File: config.mk
export PLATFORM = sky130hd
export DESIGN_NAME = lock_key_sequencer
export DESIGN_NICKNAME = d
export VERILOG_FILES = /design/src/rtl/lock_seq_pkg.sv /design/src/rtl/key_shift_reg.sv /design/src/rtl/lock_key_sequencer.sv
export SDC_FILE = /design/constraint.sdc
export NUM_CORES = 1
export LEC_CHECK = 0
export CAP_MARGIN = 20
export CORE_MARGIN = 3
export CORE_UTILIZATION = 54
export CTS_BUF_LIST = sky130_fd_sc_hd__clkbuf_4 sky130_fd_sc_hd__clkbuf_8
export CTS_CLUSTER_SIZE = 28
export DETAILED_ROUTE_END_ITERATION = 8
export PLACE_DENSITY = 0.86
export SLEW_MARGIN = 20
export SYNTH_ARGS = -nofsm -noshare
export SYNTH_HDL_FRONTEND = slang
export SYNTH_SLANG_ARGS = --single-unit
export TNS_END_PERCENT = 5
File: constraint.sdc
create_clock -name clk -period 2.7 [get_ports clk]
set_clock_uncertainty 0.1 [all_clocks]
set_input_delay 0.54 -clock clk [delete_from_list [all_inputs] [get_ports clk]]
set_output_delay 0.54 -clock clk [all_outputs]
set_load 0.01 [all_outputs]
File: src/rtl/lock_seq_pkg.sv
// Shared types and default widths for the lock key sequencer.
package lock_seq_pkg;

    localparam int KEY_W = 8;
    localparam int IN_W  = 8;
    localparam int OUT_W = 2;

    typedef enum logic [1:0] {
        IDLE  = 2'd0,
        LOAD  = 2'd1,
        RUN   = 2'd2,
        DRAIN = 2'd3
    } state_t;

endpackage

File: src/rtl/key_shift_reg.sv
// Serial-to-parallel shadow register for the activation key, LSB first.
module key_shift_reg #(
    parameter int KEY_W = lock_seq_pkg::KEY_W
) (
    input  logic             clk,
    input  logic             rst,
    input  logic             clear,
    input  logic             shift_en,
    input  logic             key_bit,
    output logic             last,
    output logic [KEY_W-1:0] value
);

    localparam int CNT_W = $clog2(KEY_W) + 1;
    localparam int IDX_W = CNT_W - 1;

    logic [CNT_W-1:0] cnt_q, cnt_d;
    logic [KEY_W-1:0] shadow_q, shadow_d;

    always_comb begin
        cnt_d = cnt_q;
        if (clear) begin
            cnt_d = '0;
        end else if (shift_en) begin
            cnt_d = cnt_q + 1'b1;
        end
    end

    always_comb begin
        shadow_d = shadow_q;
        if (shift_en) begin
            shadow_d[cnt_q[IDX_W-1:0]] = key_bit;
        end
    end

    // value includes the bit being accepted so the top can commit on the same edge
    assign last  = shift_en && (cnt_q == CNT_W'(KEY_W - 1));
    assign value = shadow_d;

    always_ff @(posedge clk) begin
        if (rst) begin
            cnt_q <= '0;
        end else begin
            cnt_q <= cnt_d;
        end
    end

    // every bit is rewritten before a commit, so the shadow needs no reset
    always_ff @(posedge clk) begin
        shadow_q <= shadow_d;
    end

endmodule

File: src/rtl/lock_key_sequencer.sv
// Key loading, commit and two-stage data wrapper in front of the locked core.
//   state | meaning
//   IDLE  | no key committed yet, core results blocked
//   LOAD  | accepting serial key bits into the shadow register
//   RUN   | key committed, vectors stream through the wrapper
//   DRAIN | re-key requested, waiting for the wrapper to empty
module lock_key_sequencer #(
    parameter int KEY_W = lock_seq_pkg::KEY_W,
    parameter int IN_W  = lock_seq_pkg::IN_W,
    parameter int OUT_W = lock_seq_pkg::OUT_W
) (
    input  logic             clk,
    input  logic             rst,
    input  logic             load_start,
    input  logic             key_valid,
    input  logic             key_bit,
    output logic             key_ready,
    input  logic             in_valid,
    input  logic [IN_W-1:0]  in_data,
    output logic             in_ready,
    output logic             out_valid,
    output logic [OUT_W-1:0] out_data,
    input  logic             out_ready,
    output logic [IN_W-1:0]  core_in,
    output logic [KEY_W-1:0] core_key,
    input  logic [OUT_W-1:0] core_out,
    output logic             key_loaded,
    output logic             busy
);

    import lock_seq_pkg::*;

    state_t             state_q, state_d;
    logic [KEY_W-1:0]   core_key_q, core_key_d;
    logic               key_loaded_q, key_loaded_d;
    logic [IN_W-1:0]    core_in_q, core_in_d;
    logic               s1_v_q, s1_v_d;
    logic [OUT_W-1:0]   out_data_q, out_data_d;
    logic               out_valid_q, out_valid_d;

    logic               key_accept;
    logic               key_last;
    logic               cnt_clear;
    logic [KEY_W-1:0]   shadow_val;
    logic               s2_load;
    logic               in_fire;
    logic               pipe_empty;

    assign pipe_empty = !s1_v_q && !out_valid_q;
    assign key_ready  = (state_q == LOAD);
    assign busy       = (state_q == LOAD) || (state_q == DRAIN);
    assign key_accept = key_valid && key_ready;
    assign cnt_clear  = ((state_q == IDLE) && load_start) ||
                        ((state_q == DRAIN) && pipe_empty);

    key_shift_reg #(.KEY_W(KEY_W)) u_key_shift_reg (
        .clk      (clk),
        .rst      (rst),
        .clear    (cnt_clear),
        .shift_en (key_accept),
        .key_bit  (key_bit),
        .last     (key_last),
        .value    (shadow_val)
    );

    always_comb begin
        state_d      = state_q;
        core_key_d   = core_key_q;
        key_loaded_d = key_loaded_q;
        case (state_q)
            IDLE: begin
                if (load_start) state_d = LOAD;
            end
            LOAD: begin
                if (key_last) begin
                    core_key_d   = shadow_val;
                    key_loaded_d = 1'b1;
                    state_d      = RUN;
                end
            end
            RUN: begin
                if (load_start) state_d = DRAIN;
            end
            DRAIN: begin
                if (pipe_empty) state_d = LOAD;
            end
            default: state_d = IDLE;
        endcase
    end

    // stage 2 frees up either when empty or when its result leaves this cycle
    assign s2_load  = s1_v_q && (!out_valid_q || out_ready);
    assign in_ready = (state_q == RUN) && (!s1_v_q || s2_load);
    assign in_fire  = in_valid && in_ready;

    always_comb begin
        core_in_d   = core_in_q;
        s1_v_d      = s1_v_q;
        out_data_d  = out_data_q;
        out_valid_d = out_valid_q;
        if (in_fire) begin
            core_in_d = in_data;
            s1_v_d    = 1'b1;
        end else if (s2_load) begin
            s1_v_d = 1'b0;
        end
        if (s2_load) begin
            out_data_d  = core_out;
            out_valid_d = 1'b1;
        end else if (out_valid_q && out_ready) begin
            out_valid_d = 1'b0;
        end
    end

    always_ff @(posedge clk) begin
        if (rst) begin
            state_q      <= IDLE;
            core_key_q   <= '0;
            key_loaded_q <= 1'b0;
            core_in_q    <= '0;
            s1_v_q       <= 1'b0;
            out_data_q   <= '0;
            out_valid_q  <= 1'b0;
        end else begin
            state_q      <= state_d;
            core_key_q   <= core_key_d;
            key_loaded_q <= key_loaded_d;
            core_in_q    <= core_in_d;
            s1_v_q       <= s1_v_d;
            out_data_q   <= out_data_d;
            out_valid_q  <= out_valid_d;
        end
    end

    assign core_key   = core_key_q;
    assign key_loaded = key_loaded_q;
    assign core_in    = core_in_q;
    assign out_data   = out_data_q;
    assign out_valid  = out_valid_q;

endmodule

==> results.toml <==
[synthesis]
synth_area_per_cell_um2 = 9.45
yosysSeqAreaShare = 0.433
synth_top_area_frac = 0.433
synthTopCellsByArea = "dfxtp_1 43%, nand2b_1 8.1%, mux2i_1 6.8%"
ys_ff_latch = 35
syn_inst = 171
syn_nets = 194
synth_area_um2 = 1620
yosys_warnings = 0
synthDistinctLibCells = 33
yosys.area.top_type = "dfxtp_1"

[global_routing]
grt_pass1_wl_um = 5620
grt_max_degree = 27
antenna_found_initial = 0
grt-ovfl-total = 0
grt_usage = 0.208
grt_pass1_vias = 1281

[critical_path]
cp-startpoint = "state_q[1]"
r2r-start = "state_q[1]"
required_ps = 2060
end_kind = "output pin"
critical_path_peak_fanout = 7
r2r_slack_ps = 810
cp-start-kind = "register"
critPathArrivalTime_ps = 1920
critPathKind = "reg2out"

[layout]
nFillCells = 209
layout.nets = 231
final_common_cell = "clkdlybuf4s50_1"
mostFrequentLayoutCells = "39 x clkdlybuf4s50_1, 35 x dfxtp_1, 21 x nand2b_1"
drive_gt1_frac = 0.105
area.growth.synth_to_final_pct = 29.8
antennaDiodeCount = 0
fin_cells = 240

[place]
dp_hpwl_um = 2550
place_congestion = 0.769
io_buffers = 39
dp_cells = 232
post-place-ws_ps = 201

[worst_hold_path]
holdCritStartpoint = "core_in[0]"
hold_class = "reg2reg"

[sta]
worst_pin_slew_ps = 689
post-route-period-util = 0.947
fmaxAchievable_ghz = 0.391
max-slew-margin-rel = 0.539
tns_ps = 0
finalCriticalPeriod_ps = 2560
setup_viol = 0
hold_viol_final = 0
rsz0062_at_grt = "false"
finalMaxSlewViolations = 0
worst_slack_ps = 143

[pwr]
irDropWorstVdd_v = 0.000497
powerDensity_nw_per_um2 = 712
cellLeakagePower_nw = 0.764

[floorplan]
start_util = 0.576
die_x_um = 60.7
dieHeight_um = 60.7
dieArea_um2 = 3690
fp-row-count = 19
coreArea_um2 = 2810
io_pins = 40

[clock_network]
cts_buffers = 5
htreeDepth = 2
cts_tree = "built"
cts_hold_buf = 0
cts_resized = 0
clock_sinks = 35
cts_buffer_depth = 2
clkSlewWorstSetupHoldPaths_ps = 100
cts_root_buf = "clkbuf_4"
insertion_delay_ps = 340
post-cts-setup-buffers = 0

[routing]
drc = 0
drt-initial-drc-count = 51
routed_via_density = 5.48
final_antenna_net_count = 0
finalWirelength_um = 3500
vias = 1314
wire_per_inst_um = 14.6
dr.pass1.iters = 4

[job]
cap_violations = 0

[status]
outcome = "finished, final reports clean"
layer usage:
| metal | part of all wire | GRT usage |
|---|---|---|
| met5 | 0 | 0 |
| met1 | 0.44 | 0.252 |
| met2 | 0.49 | 0.340 |
| met4 | 0.017 | 0.102 |
| met3 | 0.054 | 0.0553 |
worst paths after layout:
check                              endpoint  depth (start not counted)
worst max-delay path                   busy                          4
worst min-delay path             core_in[0]                          2
worst max register to register  core_key[4]                          5
worst min register to register   core_in[0]                          2
flip-flops by register name (all words and copies together) (netlist names):
name and count:
u_key_shift_reg.cnt_q 4, s1_v_q 1, core_key 8, out_valid 1, core_in 8, key_loaded 1, u_key_shift_reg.shadow_q 8, out_data 2
state_q 2
per-stage QoR:
stage	hold slack, ps	area (um^2)	utilization	total power [W]
2_1_floorplan	341	1620	-	0.000875
3_3_place_gp	353	1990	0.711	0.000994
3_5_place_dp	356	1990	0.711	0.00102
4_1_cts	381	2100	0.748	0.00150
5_1_grt	401	2100	0.748	0.00156
6_report	375	2100	0.748	0.00149
worst max-delay path: stages, from the launching register on:
cell and delay (ps):
dfxtp_1 400, inv_1 110, ha_1 290, or2_2 300, clkdlybuf4s50_1 470
power by group:
group          leakage [nW]  switching, W  internal [W]
Clock                0.0559      0.000172      0.000299
Combinational         0.426      0.000195      0.000217
Sequential            0.283     0.0000448      0.000566
cell families (layout without fill, tap and decap cells):
family                     Yosys count  count (layout)  synth area share
muxes                               20              20             0.133
adders and majority gates            6               6            0.0464
AOI/OAI and AO/OA                   30              30             0.113
xor gates and xnor gates             2               2            0.0108
buffers and inverters               14              52            0.0464
and+or+nand+nor                     64              64             0.217
DFF                                 35              35             0.433
layout make-up:
cell class                      count  area, um^2  area share
Clock inverter                      2        60.1      0.0286
Multi-Input combinational cell    122         841       0.401
Clock buffer                        6        45.0      0.0215
Timing Repair Buffer               40         398       0.190
Tap cell                           31        38.8      0.0185
Inverter                            4        15.0     0.00716
Sequential cell                    35         701       0.334
synthesized netlist by cell type (all sizes together):
cell and number:
nand3b 2, o21ai 9, a311oi 2, and3b 1, nand2b 21, and3 1, and2 2, dfxtp 35
inv 4, nor2b 1, nor4 1, nand3 10, a211oi 2, mux2i 11, xor2 1, and4b 1
xnor2 1, clkbuf 3, nor3 4, ha 6, o221a 1, or2 1, nand2 6, or3 1
a221o 1, a21oi 15, nor2 12, buf 7, mux2 9
Note: power is estimated with default switching activity, not from simulation.
